File: src/rtl/mem_port_ctrl_pkg.sv
// rtl/mem_port_ctrl_pkg.sv - shared types and defaults for the memory port controller
package mem_port_ctrl_pkg;

    localparam int XLEN_DEF       = 32;
    localparam int WBUF_DEPTH_DEF = 2;

    typedef enum logic [1:0] {
        S_IDLE,
        S_FETCH,
        S_LOAD,
        S_STORE
    } state_t;

    typedef struct packed {
        logic                    we;
        logic [XLEN_DEF-1:0]     addr;
        logic [XLEN_DEF-1:0]     wdata;
        logic [XLEN_DEF/8-1:0]   be;
    } bus_cmd_t;

    // Only whole words travel on the bus.
    function automatic logic [XLEN_DEF-1:0] word_align(input logic [XLEN_DEF-1:0] a);
        return {a[XLEN_DEF-1:2], 2'b00};
    endfunction

endpackage

File: src/rtl/mem_port_ctrl_if.sv
// rtl/mem_port_ctrl_if.sv - pipeline request/response and external bus signal bundle
interface mem_port_if
    import mem_port_ctrl_pkg::*;
#(
    parameter int XLEN = XLEN_DEF
);
    logic              f_req;
    logic [XLEN-1:0]   f_addr;
    logic [XLEN-1:0]   f_rdata;
    logic              mem_valid_f;

    logic              m_req;
    logic              m_we;
    logic [XLEN-1:0]   m_addr;
    logic [XLEN-1:0]   m_wdata;
    logic [XLEN/8-1:0] m_be;
    logic [XLEN-1:0]   m_rdata;
    logic              mem_valid_m;
    logic              wbuf_empty;

    logic              bus_req;
    logic              bus_we;
    logic [XLEN-1:0]   bus_addr;
    logic [XLEN-1:0]   bus_wdata;
    logic [XLEN/8-1:0] bus_be;
    logic              bus_ack;
    logic [XLEN-1:0]   bus_rdata;

    modport master (
        input  f_req, f_addr, m_req, m_we, m_addr, m_wdata, m_be, bus_ack, bus_rdata,
        output f_rdata, mem_valid_f, m_rdata, mem_valid_m, wbuf_empty,
               bus_req, bus_we, bus_addr, bus_wdata, bus_be
    );

    modport slave (
        output f_req, f_addr, m_req, m_we, m_addr, m_wdata, m_be, bus_ack, bus_rdata,
        input  f_rdata, mem_valid_f, m_rdata, mem_valid_m, wbuf_empty,
               bus_req, bus_we, bus_addr, bus_wdata, bus_be
    );

endinterface

File: src/rtl/mem_port_ctrl_store_buffer.sv
// rtl/mem_port_ctrl_store_buffer.sv - posted-store FIFO with registered full/empty flags
module store_buffer
    import mem_port_ctrl_pkg::*;
#(
    parameter int XLEN  = XLEN_DEF,
    parameter int DEPTH = WBUF_DEPTH_DEF
) (
    input  logic              clk,
    input  logic              rst,
    input  logic              push_i,
    input  logic [XLEN-1:0]   push_addr_i,
    input  logic [XLEN-1:0]   push_wdata_i,
    input  logic [XLEN/8-1:0] push_be_i,
    input  logic              pop_i,
    output logic [XLEN-1:0]   head_addr_o,
    output logic [XLEN-1:0]   head_wdata_o,
    output logic [XLEN/8-1:0] head_be_o,
    output logic              full_o,
    output logic              empty_o
);
    localparam int PW = (DEPTH > 1) ? $clog2(DEPTH) : 1;
    localparam int CW = $clog2(DEPTH + 1);

    typedef struct packed {
        logic [XLEN-1:0]   addr;
        logic [XLEN-1:0]   wdata;
        logic [XLEN/8-1:0] be;
    } entry_t;

    entry_t          mem_q [DEPTH];
    logic [PW-1:0]   wr_ptr_q, wr_ptr_d, rd_ptr_q, rd_ptr_d;
    logic [CW-1:0]   count_q, count_d;
    logic            full_q, empty_q;
    logic            do_push, do_pop;

    function automatic logic [PW-1:0] ptr_inc(input logic [PW-1:0] p);
        return (p == PW'(DEPTH - 1)) ? '0 : p + PW'(1);
    endfunction

    assign do_push = push_i && !full_q;
    assign do_pop  = pop_i && !empty_q;

    always_comb begin
        wr_ptr_d = do_push ? ptr_inc(wr_ptr_q) : wr_ptr_q;
        rd_ptr_d = do_pop  ? ptr_inc(rd_ptr_q) : rd_ptr_q;
        count_d  = count_q;
        case ({do_push, do_pop})
            2'b10:   count_d = count_q + CW'(1);
            2'b01:   count_d = count_q - CW'(1);
            default: count_d = count_q;
        endcase
    end

    // Flags are registered from the next count so they line up with the pointers.
    always_ff @(posedge clk or posedge rst) begin
        if (rst) begin
            wr_ptr_q <= '0;
            rd_ptr_q <= '0;
            count_q  <= '0;
            full_q   <= 1'b0;
            empty_q  <= 1'b1;
        end else begin
            wr_ptr_q <= wr_ptr_d;
            rd_ptr_q <= rd_ptr_d;
            count_q  <= count_d;
            full_q   <= (count_d == CW'(DEPTH));
            empty_q  <= (count_d == '0);
        end
    end

    always_ff @(posedge clk) begin
        if (do_push) begin
            mem_q[wr_ptr_q] <= '{addr: push_addr_i, wdata: push_wdata_i, be: push_be_i};
        end
    end

    assign head_addr_o  = mem_q[rd_ptr_q].addr;
    assign head_wdata_o = mem_q[rd_ptr_q].wdata;
    assign head_be_o    = mem_q[rd_ptr_q].be;
    assign full_o       = full_q;
    assign empty_o      = empty_q;

endmodule

File: src/rtl/mem_port_ctrl.sv
// rtl/mem_port_ctrl.sv - single-bus fetch/load/store responder with posted write buffer
module mem_port_ctrl
    import mem_port_ctrl_pkg::*;
#(
    parameter int XLEN       = XLEN_DEF,
    parameter int WBUF_DEPTH = WBUF_DEPTH_DEF
) (
    input  logic      clk,
    input  logic      rst,
    mem_port_if.master mp
);
    state_t          state_q, state_d;
    bus_cmd_t        cmd_q, cmd_d;
    logic            bus_req_q, bus_req_d;
    logic [XLEN-1:0] f_rdata_q, f_rdata_d;
    logic [XLEN-1:0] m_rdata_q, m_rdata_d;
    logic [XLEN-1:0] f_lat_q, f_lat_d;
    logic            valid_f_q, valid_f_d;
    logic            valid_m_q, valid_m_d;

    logic              sb_push, sb_pop, sb_full, sb_empty;
    logic [XLEN-1:0]   sb_addr, sb_wdata;
    logic [XLEN/8-1:0] sb_be;

    assign sb_push = mp.m_req && mp.m_we && !sb_full;

    store_buffer #(
        .XLEN  (XLEN),
        .DEPTH (WBUF_DEPTH)
    ) u_store_buffer (
        .clk          (clk),
        .rst          (rst),
        .push_i       (sb_push),
        .push_addr_i  (mp.m_addr),
        .push_wdata_i (mp.m_wdata),
        .push_be_i    (mp.m_be),
        .pop_i        (sb_pop),
        .head_addr_o  (sb_addr),
        .head_wdata_o (sb_wdata),
        .head_be_o    (sb_be),
        .full_o       (sb_full),
        .empty_o      (sb_empty)
    );

    always_comb begin
        state_d   = state_q;
        cmd_d     = cmd_q;
        bus_req_d = bus_req_q;
        f_rdata_d = f_rdata_q;
        m_rdata_d = m_rdata_q;
        f_lat_d   = f_lat_q;
        valid_f_d = 1'b0;
        valid_m_d = 1'b0;
        sb_pop    = 1'b0;

        case (state_q)
            S_IDLE: begin
                // Draining stores first keeps loads ordered behind them without forwarding.
                if (!sb_empty) begin
                    state_d     = S_STORE;
                    bus_req_d   = 1'b1;
                    cmd_d.we    = 1'b1;
                    cmd_d.addr  = word_align(sb_addr);
                    cmd_d.wdata = sb_wdata;
                    cmd_d.be    = sb_be;
                end else if (mp.m_req && !mp.m_we) begin
                    state_d     = S_LOAD;
                    bus_req_d   = 1'b1;
                    cmd_d.we    = 1'b0;
                    cmd_d.addr  = word_align(mp.m_addr);
                    cmd_d.wdata = '0;
                    cmd_d.be    = '1;
                end else if (mp.f_req) begin
                    state_d     = S_FETCH;
                    bus_req_d   = 1'b1;
                    cmd_d.we    = 1'b0;
                    cmd_d.addr  = word_align(mp.f_addr);
                    cmd_d.wdata = '0;
                    cmd_d.be    = '1;
                    f_lat_d     = mp.f_addr;
                end
            end
            S_FETCH: begin
                if (mp.bus_ack) begin
                    state_d   = S_IDLE;
                    bus_req_d = 1'b0;
                    // A redirected fetch drops the stale word and reissues from IDLE.
                    if (mp.f_addr == f_lat_q) begin
                        valid_f_d = 1'b1;
                        f_rdata_d = mp.bus_rdata;
                    end
                end
            end
            S_LOAD: begin
                if (mp.bus_ack) begin
                    state_d   = S_IDLE;
                    bus_req_d = 1'b0;
                    valid_m_d = 1'b1;
                    m_rdata_d = mp.bus_rdata;
                end
            end
            S_STORE: begin
                if (mp.bus_ack) begin
                    state_d   = S_IDLE;
                    bus_req_d = 1'b0;
                    sb_pop    = 1'b1;
                end
            end
            default: state_d = S_IDLE;
        endcase
    end

    always_ff @(posedge clk or posedge rst) begin
        if (rst) begin
            state_q   <= S_IDLE;
            cmd_q     <= '0;
            bus_req_q <= 1'b0;
            f_rdata_q <= '0;
            m_rdata_q <= '0;
            f_lat_q   <= '0;
            valid_f_q <= 1'b0;
            valid_m_q <= 1'b0;
        end else begin
            state_q   <= state_d;
            cmd_q     <= cmd_d;
            bus_req_q <= bus_req_d;
            f_rdata_q <= f_rdata_d;
            m_rdata_q <= m_rdata_d;
            f_lat_q   <= f_lat_d;
            valid_f_q <= valid_f_d;
            valid_m_q <= valid_m_d;
        end
    end

    assign mp.bus_req     = bus_req_q;
    assign mp.bus_we      = cmd_q.we;
    assign mp.bus_addr    = cmd_q.addr;
    assign mp.bus_wdata   = cmd_q.wdata;
    assign mp.bus_be      = cmd_q.be;
    assign mp.f_rdata     = f_rdata_q;
    assign mp.m_rdata     = m_rdata_q;
    assign mp.mem_valid_f = valid_f_q;
    assign mp.mem_valid_m = valid_m_q | sb_push;
    assign mp.wbuf_empty  = sb_empty;

endmodule

File: src/flat_wrapper.sv
// flat-port wrapper written by rule: the top's interface ports become plain ports
module mem_port_ctrl_flat import mem_port_ctrl_pkg::*;
#(
    parameter int XLEN       = XLEN_DEF,
    parameter int WBUF_DEPTH = WBUF_DEPTH_DEF
)
  (clk, rst, mp_f_req, mp_f_addr, mp_m_req, mp_m_we, mp_m_addr, mp_m_wdata, mp_m_be, mp_bus_ack, mp_bus_rdata, mp_f_rdata, mp_mem_valid_f, mp_m_rdata, mp_mem_valid_m, mp_wbuf_empty, mp_bus_req, mp_bus_we, mp_bus_addr, mp_bus_wdata, mp_bus_be);
  mem_port_if #(.XLEN(XLEN)) mp_i ();
  input  logic clk;
  input  logic rst;
  input wire logic [$bits(mp_i.f_req)-1:0] mp_f_req;
  input wire logic [$bits(mp_i.f_addr)-1:0] mp_f_addr;
  input wire logic [$bits(mp_i.m_req)-1:0] mp_m_req;
  input wire logic [$bits(mp_i.m_we)-1:0] mp_m_we;
  input wire logic [$bits(mp_i.m_addr)-1:0] mp_m_addr;
  input wire logic [$bits(mp_i.m_wdata)-1:0] mp_m_wdata;
  input wire logic [$bits(mp_i.m_be)-1:0] mp_m_be;
  input wire logic [$bits(mp_i.bus_ack)-1:0] mp_bus_ack;
  input wire logic [$bits(mp_i.bus_rdata)-1:0] mp_bus_rdata;
  output wire logic [$bits(mp_i.f_rdata)-1:0] mp_f_rdata;
  output wire logic [$bits(mp_i.mem_valid_f)-1:0] mp_mem_valid_f;
  output wire logic [$bits(mp_i.m_rdata)-1:0] mp_m_rdata;
  output wire logic [$bits(mp_i.mem_valid_m)-1:0] mp_mem_valid_m;
  output wire logic [$bits(mp_i.wbuf_empty)-1:0] mp_wbuf_empty;
  output wire logic [$bits(mp_i.bus_req)-1:0] mp_bus_req;
  output wire logic [$bits(mp_i.bus_we)-1:0] mp_bus_we;
  output wire logic [$bits(mp_i.bus_addr)-1:0] mp_bus_addr;
  output wire logic [$bits(mp_i.bus_wdata)-1:0] mp_bus_wdata;
  output wire logic [$bits(mp_i.bus_be)-1:0] mp_bus_be;
  assign mp_i.f_req = mp_f_req;
  assign mp_i.f_addr = mp_f_addr;
  assign mp_i.m_req = mp_m_req;
  assign mp_i.m_we = mp_m_we;
  assign mp_i.m_addr = mp_m_addr;
  assign mp_i.m_wdata = mp_m_wdata;
  assign mp_i.m_be = mp_m_be;
  assign mp_i.bus_ack = mp_bus_ack;
  assign mp_i.bus_rdata = mp_bus_rdata;
  assign mp_f_rdata = mp_i.f_rdata;
  assign mp_mem_valid_f = mp_i.mem_valid_f;
  assign mp_m_rdata = mp_i.m_rdata;
  assign mp_mem_valid_m = mp_i.mem_valid_m;
  assign mp_wbuf_empty = mp_i.wbuf_empty;
  assign mp_bus_req = mp_i.bus_req;
  assign mp_bus_we = mp_i.bus_we;
  assign mp_bus_addr = mp_i.bus_addr;
  assign mp_bus_wdata = mp_i.bus_wdata;
  assign mp_bus_be = mp_i.bus_be;
  mem_port_ctrl #(.XLEN(XLEN), .WBUF_DEPTH(WBUF_DEPTH)) u_core (.clk(clk), .rst(rst), .mp(mp_i));
endmodule
File: config.mk
export PLATFORM = sky130hd
export DESIGN_NAME = mem_port_ctrl_flat
export DESIGN_NICKNAME = d
export VERILOG_FILES = /design/src/rtl/mem_port_ctrl_pkg.sv /design/src/rtl/mem_port_ctrl_if.sv /design/src/rtl/mem_port_ctrl_store_buffer.sv /design/src/rtl/mem_port_ctrl.sv /design/src/flat_wrapper.sv
export SDC_FILE = /design/constraint.sdc
export NUM_CORES = 1
export LEC_CHECK = 0
export CAP_MARGIN = 0
export CORE_UTILIZATION = 68
export DETAILED_ROUTE_END_ITERATION = 7
export DONT_BUFFER_PORTS = 1
export PLACE_DENSITY = 0.84
export SLEW_MARGIN = 10
export SYNTH_ARGS = -nofsm -noshare
export SYNTH_HDL_FRONTEND = slang
export SYNTH_SLANG_ARGS = --single-unit
File: constraint.sdc
create_clock -name clk -period 17.9 [get_ports clk]
set_clock_uncertainty 0.05 [all_clocks]
set_input_delay 2.685 -clock clk [delete_from_list [all_inputs] [get_ports clk]]
set_output_delay 2.685 -clock clk [all_outputs]
set_load 0.1 [all_outputs]
==> results of run 1 <==
[cells by family (layout without fill, tap and decap cells)]
logic type                 after synthesis  after routing  synth area share
buffers and inverters                   58             72           0.02057
AOI/OAI and AO/OA                      107            107           0.05185
xor gates and xnor gates                37             37           0.02664
DFF                                    306            306            0.6840
other                                    1              2         0.0003083
adders and majority gates                1              1          0.001029
and+or+nand+nor                        320            320            0.1053
muxes                                  126            126            0.1103
[cells in the mapped netlist, drive strengths merged, types with 6 or more instances]
cell	n
xor2	27
nor2b	6
xnor2	10
buf	17
a21oi	31
edfxtp	132
nor2	35
nand2	260
dfrtp	173
o21ai	38
mux2i	62
mux2	64
clkbuf	37
o31ai	32
nor4	8
[path summary, 6_finish.rpt]
path | startpoint | end | depth (start not counted)
max in group asynchronous | rst | u_core.u_store_buffer.rd_ptr_q | 2
setup / recovery | mp_m_req | mp_mem_valid_m | 2
setup reg to reg | u_core.u_store_buffer.empty_o | u_core.f_lat_q[4] | 4
min in group asynchronous | rst | u_core.mp.f_rdata[2] | 1
hold reg to reg | u_core.u_store_buffer.count_q[1] | u_core.u_store_buffer.count_q[1] | 1
hold / removal | u_core.u_store_buffer.count_q[1] | u_core.u_store_buffer.count_q[1] | 1
[stage by stage]
| stage | hold slack (ns) | cells | util | setup WS, ns |
|---|---|---|---|---|
| final | 0.4226 | 1196 | 0.7756 | 11.35 |
| after global routing | 0.4474 | 1196 | 0.7756 | 11.31 |
| after CTS | 0.4240 | 1196 | 0.7756 | 11.34 |
| after detailed placement | 0.4125 | 1140 | 0.7112 | 11.35 |
| after global placement | 0.4082 | 1140 | 0.7112 | 11.38 |
| after floorplan | 0.3957 | 957 | - | 10.45 |
[routing by layer]
layer | vias up | GRT usage
li1 | 3273 | -
met1 | 3613 | 0.3355
met2 | 301 | 0.4980
met3 | 42 | 0.1040
met4 | 0 | 0.09613
met5 | - | 0
[sequential cells by signal, summed over array words and instances, names as in the netlist, 2 cells and up]
register and cells:
u_core.u_store_buffer.mem_q 132, u_core.f_lat_q 32, u_core.mp.bus_wdata 32, u_core.mp.f_rdata 32, u_core.mp.m_rdata 32, u_core.mp.bus_addr 30, u_core.mp.bus_be 4, u_core.state_q 2
u_core.u_store_buffer.count_q 2
[area by class of cell]
| type | count | area [sq um] |
|---|---|---|
| clock buffer | 40 | 859.6 |
| multi-input combinational | 593 | 3626 |
| clock inverter | 16 | 257.7 |
| inverter | 4 | 20.02 |
| tap | 225 | 281.5 |
| fill | 993 | 3895 |
| sequential | 306 | 8327 |
| timing repair buffer | 12 | 90.09 |
==> run_results.csv, run 1 <==
group,metric,value,unit
worst_hold_path,hold_class,"reg -> reg",
synth,yosys_warnings,0,
synth,synth_ff_type,"dfrtp_1",
floorplanning,die_h,135.7,microns
sta,rsz0062_at_grt,"no",
sta,worst_pin_slew,1.101,ns
floorplanning,rows,48,
clocking,clk_pin_slew_worst_paths,0.06,ns
synth,netlist.top_cell.by_area,"dfrtp_1",
finish,area_delta_synth_final,10.68,%
worst_setup_path,cp_max_fo,5,
clocking,clock_tree.root_cell,"clkbuf_16",
worst_setup_path,worst-setup-path-type,"in -> out",
detailed_routing,drtPass1Iterations,4,
placement,portBuffers,0,
detailed_routing,wl_met1,9669,microns
status,outcome,"finished, final reports clean",
worst_setup_path,r2r_slack,15.12,ns
detailed_routing,drc,0,
worst_setup_path,crit_buf_inv,0,
worst_setup_path,crit_slowest_cell,"nand2b_1",
placement,place_area,12340,sq um
clocking,cts_resized,0,
synth,ys_top_cells_by_area,"dfrtp_1 (36%), edfxtp_1 (33%), nand2_1 (8.0%), mux2_2 (5.6%), mux2i_1 (5.1%)",
synth,synth_seq_cells,306,
sta,period_share,0.3658,
detailed_routing,vias_per_cell,6.044,
floorplanning,start_util,0.7008,
worst_setup_path,cp_top_family,"simple AND/OR/NAND/NOR gates",
detailed_routing,drt_iter0_markers,334,
detailed_routing,maxUsedRoutingLayer,"met4",
placement,gp_congestion,0.7598,
sta,slew_violations,0,
floorplanning,core,17360,sq um
floorplanning,die_area,18430,sq um
clocking,cts.path.max_buffers,3,
global_route,grt_pass1_vias,7653,
finish,final_common_cell,"nand2_1",
clocking,clock-sinks,306,
synth,syn_inst,956,
sta,min_period,6.548,ns
clocking,clock_latency,0.53,ns
detailed_routing,via_count,7229,
worst_setup_path,startpoint_type,"input port",
clocking,cts_buffers,30,
finish,final_nets,1086,
synth,ys_types,34,
worst_setup_path,cp_slowest_stage_delay,0.87,ns
synth,async_flop_share,0.5686,
floorplanning,die_x,135.7,microns
global_route,grt_antenna_before_repair,0,
finish,stdcell_area,13460,sq um
synth,synth-edff-count,132,
finish,drive_gt1_frac,0.1329,
sta,relSlewSlack,0.2663,
detailed_routing,totalWireLength,26560,microns
clocking,post-cts-setup-buffer-count,0,
clocking,h-tree-depth,1,
synth,seq_area_frac_synth,0.6840,
global_route,grt_max_degree,110,
finish,final_cell_mix,"nand2_1 (260), dfrtp_1 (172), edfxtp_1 (132), mux2i_1 (62), mux2_2 (61)",
finish,num_antenna_cells,0,
clocking,hold_buffers,0,
sta,fmax,152.7,MHz
detailed_routing,wl_met2,13550,microns
clocking,cts_tree,"yes",
sta,finalHoldViolCount,0,
global_route,grt.total_usage,0.2894,
worst_setup_path,arrival,3.81,ns
placement,hpwl,16550,microns
global_route,grt_pass1_wl,40190,microns
global_route,grt.overflow.total,0,
worst_setup_path,cp-end-kind,"output pin",
worst_setup_path,cp_data_required_time,15.16,ns
synth,syn-cell-area,12160,sq um
detailed_routing,wl_per_cell,22.21,microns
detailed_routing,wl_met3,2748,microns
synth,synth_top_area_frac,0.3559,
detailed_routing,ant_nets,0,
worst_setup_path,crit_chain,"nand3b_1 -> nand2b_1",
sta,setup_violations,0,
floorplanning,ios,275,
run,cap_violations,0,
sta,timing.setup.tns,0,ns
synth,avgSynthCellArea,12.72,sq um
Power of run 1 is left out: the tool's default activity adds up to more than one toggle a clock period on the data nets, which glitch-free logic cannot reach.
==> run 2: changes to the inputs <==
--- a/config.mk
+++ b/config.mk
@@ -6,10 +6,10 @@
 export NUM_CORES = 1
 export LEC_CHECK = 0
 export CAP_MARGIN = 0
-export CORE_UTILIZATION = 68
+export CORE_UTILIZATION = 57
 export DETAILED_ROUTE_END_ITERATION = 7
 export DONT_BUFFER_PORTS = 1
-export PLACE_DENSITY = 0.84
+export PLACE_DENSITY = 0.75
 export SLEW_MARGIN = 10
 export SYNTH_ARGS = -nofsm -noshare
 export SYNTH_HDL_FRONTEND = slang
==> constraint.sdc (replaced) <==
create_clock -name clk -period 5.3 [get_ports clk]
set_clock_uncertainty 0.05 [all_clocks]
set_input_delay 0.795 -clock clk [delete_from_list [all_inputs] [get_ports clk]]
set_output_delay 0.795 -clock clk [all_outputs]
set_load 0.1 [all_outputs]
==> run_results.csv, run 2 (same netlist as run 1, synthesis figures left out) <==
group,metric,value,unit
status,outcome,"finished, final reports clean",
sta,setup_violations,0,
finish,largest_reg_flops,132,
floorplanning,ios,275,
finish,multiInputGateArea,3626,sq um
global_route,grt_max_degree,175,
worst_setup_path,startpoint_type,"flop",
floorplanning,rows,53,
clocking,post-cts-setup-buffer-count,0,
detailed_routing,ant_nets,0,
sta,min_period,2.913,ns
finish,seq_area,8327,sq um
sta,timing.setup.tns,0,ns
detailed_routing,drc,0,
worst_setup_path,cp-end-kind,"output pin",
global_route,grt.overflow.total,0,
clocking,clk_pin_slew_worst_paths,0.06,ns
worst_setup_path,cp_max_fo,5,
sta,period_share,0.5497,
finish,regMostFlops,"u_core.u_store_buffer.mem_q",
finish,num_antenna_cells,0,
detailed_routing,wl_per_cell,20.29,microns
placement,placedCellCount,1190,
clocking,clock_tree.root_cell,"clkbuf_16",
sta,relSlewSlack,0.2983,
clocking,h-tree-depth,1,
detailed_routing,via_count,6955,
finish,drive_gt1_frac,0.1295,
finish,final_nets,1087,
sta,worst_pin_slew,1.051,ns
clocking,cts_resized,0,
floorplanning,die_x,148.1,microns
worst_setup_path,arrival,2.07,ns
finish,final_cell_mix,"nand2_1 (260), dfrtp_1 (172), edfxtp_1 (132), mux2i_1 (62), mux2_2 (61)",
floorplanning,die_area,21930,sq um
worst_setup_path,worst-setup-path-type,"reg -> out",
worst_setup_path,timing.rr.end,"u_core.mp.f_rdata[2]",
clocking,hold_buffers,0,
detailed_routing,totalWireLength,25320,microns
worst_hold_path,hold_class,"in -> reg",
clocking,cts_tree,"yes",
floorplanning,core,20960,sq um
placement,gp_congestion,0.8043,
sta,fmax,343.2,MHz
floorplanning,die_h,148.1,microns
clocking,cts_buffers,31,
sta,finalHoldViolCount,0,
run,cap_violations,0,
worst_hold_path,hold_start,"mp_bus_ack",
worst_hold_path,hold_end,"u_core.state_q[0]",
floorplanning,start_util,0.5804,
detailed_routing,drt_iter0_markers,324,
clocking,clock-sinks,306,
clocking,clock_latency,0.55,ns
placement,portBuffers,0,
clocking,cts.path.max_buffers,3,
sta,rsz0062_at_grt,"no",
finish,fill_cells,1555,
global_route,grt_antenna_before_repair,0,
finish,final_common_cell,"nand2_1",
worst_setup_path,rr_startpoint,"u_core.f_lat_q[20]",
worst_setup_path,ff2ff_path_depth,6,
sta,slew_violations,0,
worst_setup_path,r2r_slack,2.75,ns
worst_hold_path,holdPathStages,1,
detailed_routing,vias_per_cell,5.573,
finish,area_delta_synth_final,10.13,%
worst_setup_path,cp_data_required_time,4.45,ns
detailed_routing,drtPass1Iterations,6,
global_route,grt_pass1_vias,7103,
global_route,grt_pass1_wl,38660,microns
global_route,grt.total_usage,0.2312,
finish,finalNonFillerCells,1248,
placement,hpwl,16310,microns
## run 2: cell types whose count changed in the layout (fill, tap and decap cells not counted), moves of 2 or more
cell	previous run	this run
clkbuf_1	4	12
bufinv_16	7	1
clkbuf_8	5	3
clkinv_2	2	5
clkinv_1	5	2
## run 2: how the worst max path moves through the flow
stage	start	endpoint	slack, ns	depth (start not counted)
3_3_place_gp	mp_f_addr[20]	u_core.mp.f_rdata[4]	2.43	6
2_1_floorplan	mp_m_req	u_core.u_store_buffer.mem_q[0][0]	1.01	2
5_1_grt	u_core.u_store_buffer.full_o	mp_mem_valid_m	2.28	2
3_5_place_dp	mp_f_addr[20]	u_core.mp.f_rdata[2]	2.38	6
4_1_cts	u_core.u_store_buffer.full_o	mp_mem_valid_m	2.34	2
6_report	u_core.u_store_buffer.full_o	mp_mem_valid_m	2.39	2
## run 2: stage by stage
stage,utilization,area (sq um),setup WS (ns),hold WS (ns)
floorplan,-,12170,1.005,0.3957
global placement,0.5926,12420,2.429,0.4082
detailed placement,0.5926,12420,2.382,0.4194
CTS,0.6392,13400,2.345,0.2707
global route,0.6392,13400,2.285,0.2682
finish,0.6392,13400,2.387,0.2882
## run 2: worst max-delay path: stages (launching register included)
cell and delay, ns:
dfrtp_1 0.35, nand3b_1 0.34, nand2b_1 0.83
## run 2: cell type report
cell class,instances,area share
Sequential cell,306,0.6216
Tap cell,275,0.02569
Timing Repair Buffer,12,0.007659
Inverter,4,0.001401
Clock buffer,47,0.06622
Multi-Input combinational cell,593,0.2707
Clock inverter,11,0.006725
## run 2: metal layers
layer,GRT usage,vias to the layer above,wire length [microns]
met1,0.2794,3337,9725
li1,-,3277,-
met5,0,-,0
met3,0.09387,48,2986
met2,0.3782,293,11910
met4,0.07526,0,703
Power of run 2 is left out for the same reason.
==> run 3: changes to the inputs <==
==> constraint.sdc (replaced) <==
create_clock -name clk -period 2.4 [get_ports clk]
set_clock_uncertainty 0.05 [all_clocks]
set_input_delay 0.36 -clock clk [delete_from_list [all_inputs] [get_ports clk]]
set_output_delay 0.36 -clock clk [all_outputs]
set_load 0.1 [all_outputs]
==> run_results.csv, run 3 (same netlist as run 1, synthesis figures left out) <==
group,metric,value,unit
status,outcome,"finished, final reports clean",
worst_setup_path,crit_slowest_cell,"nor4_2",
clocking,clock-sinks,306,
clocking,h-tree-depth,1,
sta,relSlewSlack,0.3731,
sta,setup_ws,0.06220,ns
clocking,cts_buffers,30,
sta,setup_violations,0,
placement,placedCellCount,1272,
sta,worst_pin_slew,0.9403,ns
clocking,cts.path.max_buffers,3,
worst_setup_path,cp_data_required_time,2.77,ns
sta,finalHoldViolCount,0,
worst_setup_path,startpoint_type,"flop",
finish,regMostFlops,"u_core.u_store_buffer.mem_q",
floorplanning,die_h,148.1,microns
placement,gp_congestion,0.8152,
pwr,power,22.92,mW
sta,slew_violations,0,
detailed_routing,drc,0,
worst_setup_path,worst-setup-path-type,"reg -> reg",
detailed_routing,drtPass1Iterations,5,
floorplanning,die_x,148.1,microns
global_route,grt.overflow.total,0,
global_route,grt_pass1_wl,45820,microns
placement,portBuffers,0,
detailed_routing,wl_per_cell,20.56,microns
finish,largest_reg_flops,132,
worst_hold_path,hold_class,"in -> reg",
sta,period_share,0.9741,
sta,min_period,2.338,ns
worst_setup_path,cp_slowest_stage_delay,0.39,ns
placement,dp_slack,0.06348,ns
placement,hpwl,17450,microns
clocking,clock_latency,0.54,ns
finish,num_antenna_cells,0,
worst_setup_path,cp-end-kind,"flop",
clocking,cts_tree,"yes",
finish,finalNonFillerCells,1461,
pwr,power.density,1485,nW/um^2
pwr,power_leakage,6.809,nW
floorplanning,ios,275,
detailed_routing,vias_per_cell,5.504,
worst_setup_path,crit_top_cell,"buf_4",
floorplanning,rows,53,
finish,final_nets,1302,
run,cap_violations,0,
clocking,clock_tree.root_cell,"clkbuf_16",
floorplanning,start_util,0.5804,
global_route,grt.total_usage,0.2715,
pwr,vdd_drop_max,0.0009953,V
detailed_routing,via_count,8042,
detailed_routing,totalWireLength,30040,microns
worst_setup_path,cp_max_fo,16,
detailed_routing,drt_iter0_markers,503,
global_route,grt_antenna_before_repair,0,
finish,area_delta_synth_final,26.89,%
detailed_routing,ant_nets,0,
floorplanning,core,20960,sq um
finish,final_cell_mix,"nand2_1 (260), dfrtp_1 (172), dlygate4sd3_1 (132), edfxtp_1 (132), buf_4 (88)",
global_route,grt_max_degree,137,
worst_setup_path,cp_top_family,"simple AND/OR/NAND/NOR gates",
worst_setup_path,arrival,2.71,ns
finish,final_common_cell,"nand2_1",
finish,fin_util,0.7365,
finish,drive_gt1_frac,0.1838,
floorplanning,die_area,21930,sq um
global_route,grt_pass1_vias,8584,
sta,fmax,427.8,MHz
worst_setup_path,crit_buf_inv,3,
clocking,clk_pin_slew_worst_paths,0.07,ns
worst_setup_path,crit_chain,"xor2_1 -> nor4_2 -> buf_4 -> nand2_1 -> nor4_4 -> buf_4 -> buf_12 -> mux2_2",
## run 3: what timing repair did
item	CTS	global route
hold buffers	132	0
endpoints found under the hold margin	404	0
gates resized for setup	0	4
setup endpoints to repair	0	32
setup buffers	0	1
## run 3: area by class of cell
class,count,area (sq um)
clock buffer,43,882.1
sequential,306,8327
inverter,4,18.77
timing repair buffer,228,2147
clock inverter,12,63.81
fill,1338,5522
tap,275,344.1
multi-input combinational,593,3651
## run 3: path summary, 6_finish.rpt
check                                          endpoint                   from  depth (start not counted)  slack (ns)
setup / recovery                   u_core.mp.f_rdata[6]     u_core.f_lat_q[21]                          8        0.06
hold / removal                   u_core.mp.bus_addr[28]          mp_m_addr[28]                          4        0.07
setup reg to reg                   u_core.mp.f_rdata[6]     u_core.f_lat_q[21]                          8        0.06
hold reg to reg                   u_core.mp.bus_addr[5]  u_core.mp.bus_addr[5]                          2        0.43
max in group asynchronous         u_core.mp.f_rdata[14]                    rst                          3        1.21
min in group asynchronous  u_core.u_store_buffer.full_o                    rst                          3        0.46
## run 3: worst register-to-register path: cells and delay by family, from the launching register on
family / cells / cell delay [ns]
and+or+nand+nor: 3 / 0.71
DFF: 1 / 0.38
xor gates and xnor gates: 1 / 0.17
muxes: 1 / 0.38
buffers and inverters: 3 / 0.53
## run 3: through the flow
| stage | hold WS (ns) | instance area [sq um] | TNS, ns |
|---|---|---|---|
| 4_1_cts | 0.05053 | 15380 | 0 |
| 2_1_floorplan | 0.3957 | 12180 | -97.15 |
| 3_3_place_gp | 0.4083 | 13110 | 0 |
| 5_1_grt | 0.06855 | 15430 | -0.01701 |
| 3_5_place_dp | 0.4089 | 13110 | 0 |
| 6_report | 0.07146 | 15430 | 0 |
## run 3: layer usage
metal | share of wire | GRT usage
met5 | 0 | 0
met4 | 0.030 | 0.09072
met3 | 0.080 | 0.05890
met2 | 0.49 | 0.4603
met1 | 0.40 | 0.3477
## run 3: report_power, final
group	switching, mW	internal [mW]	total, mW	leakage, nW
clock network	1.92	2.55	4.47	0.475
registers	2.20	6.86	9.06	3.42
logic	7.00	2.39	9.39	2.91
(Power assumes the default switching activity.)
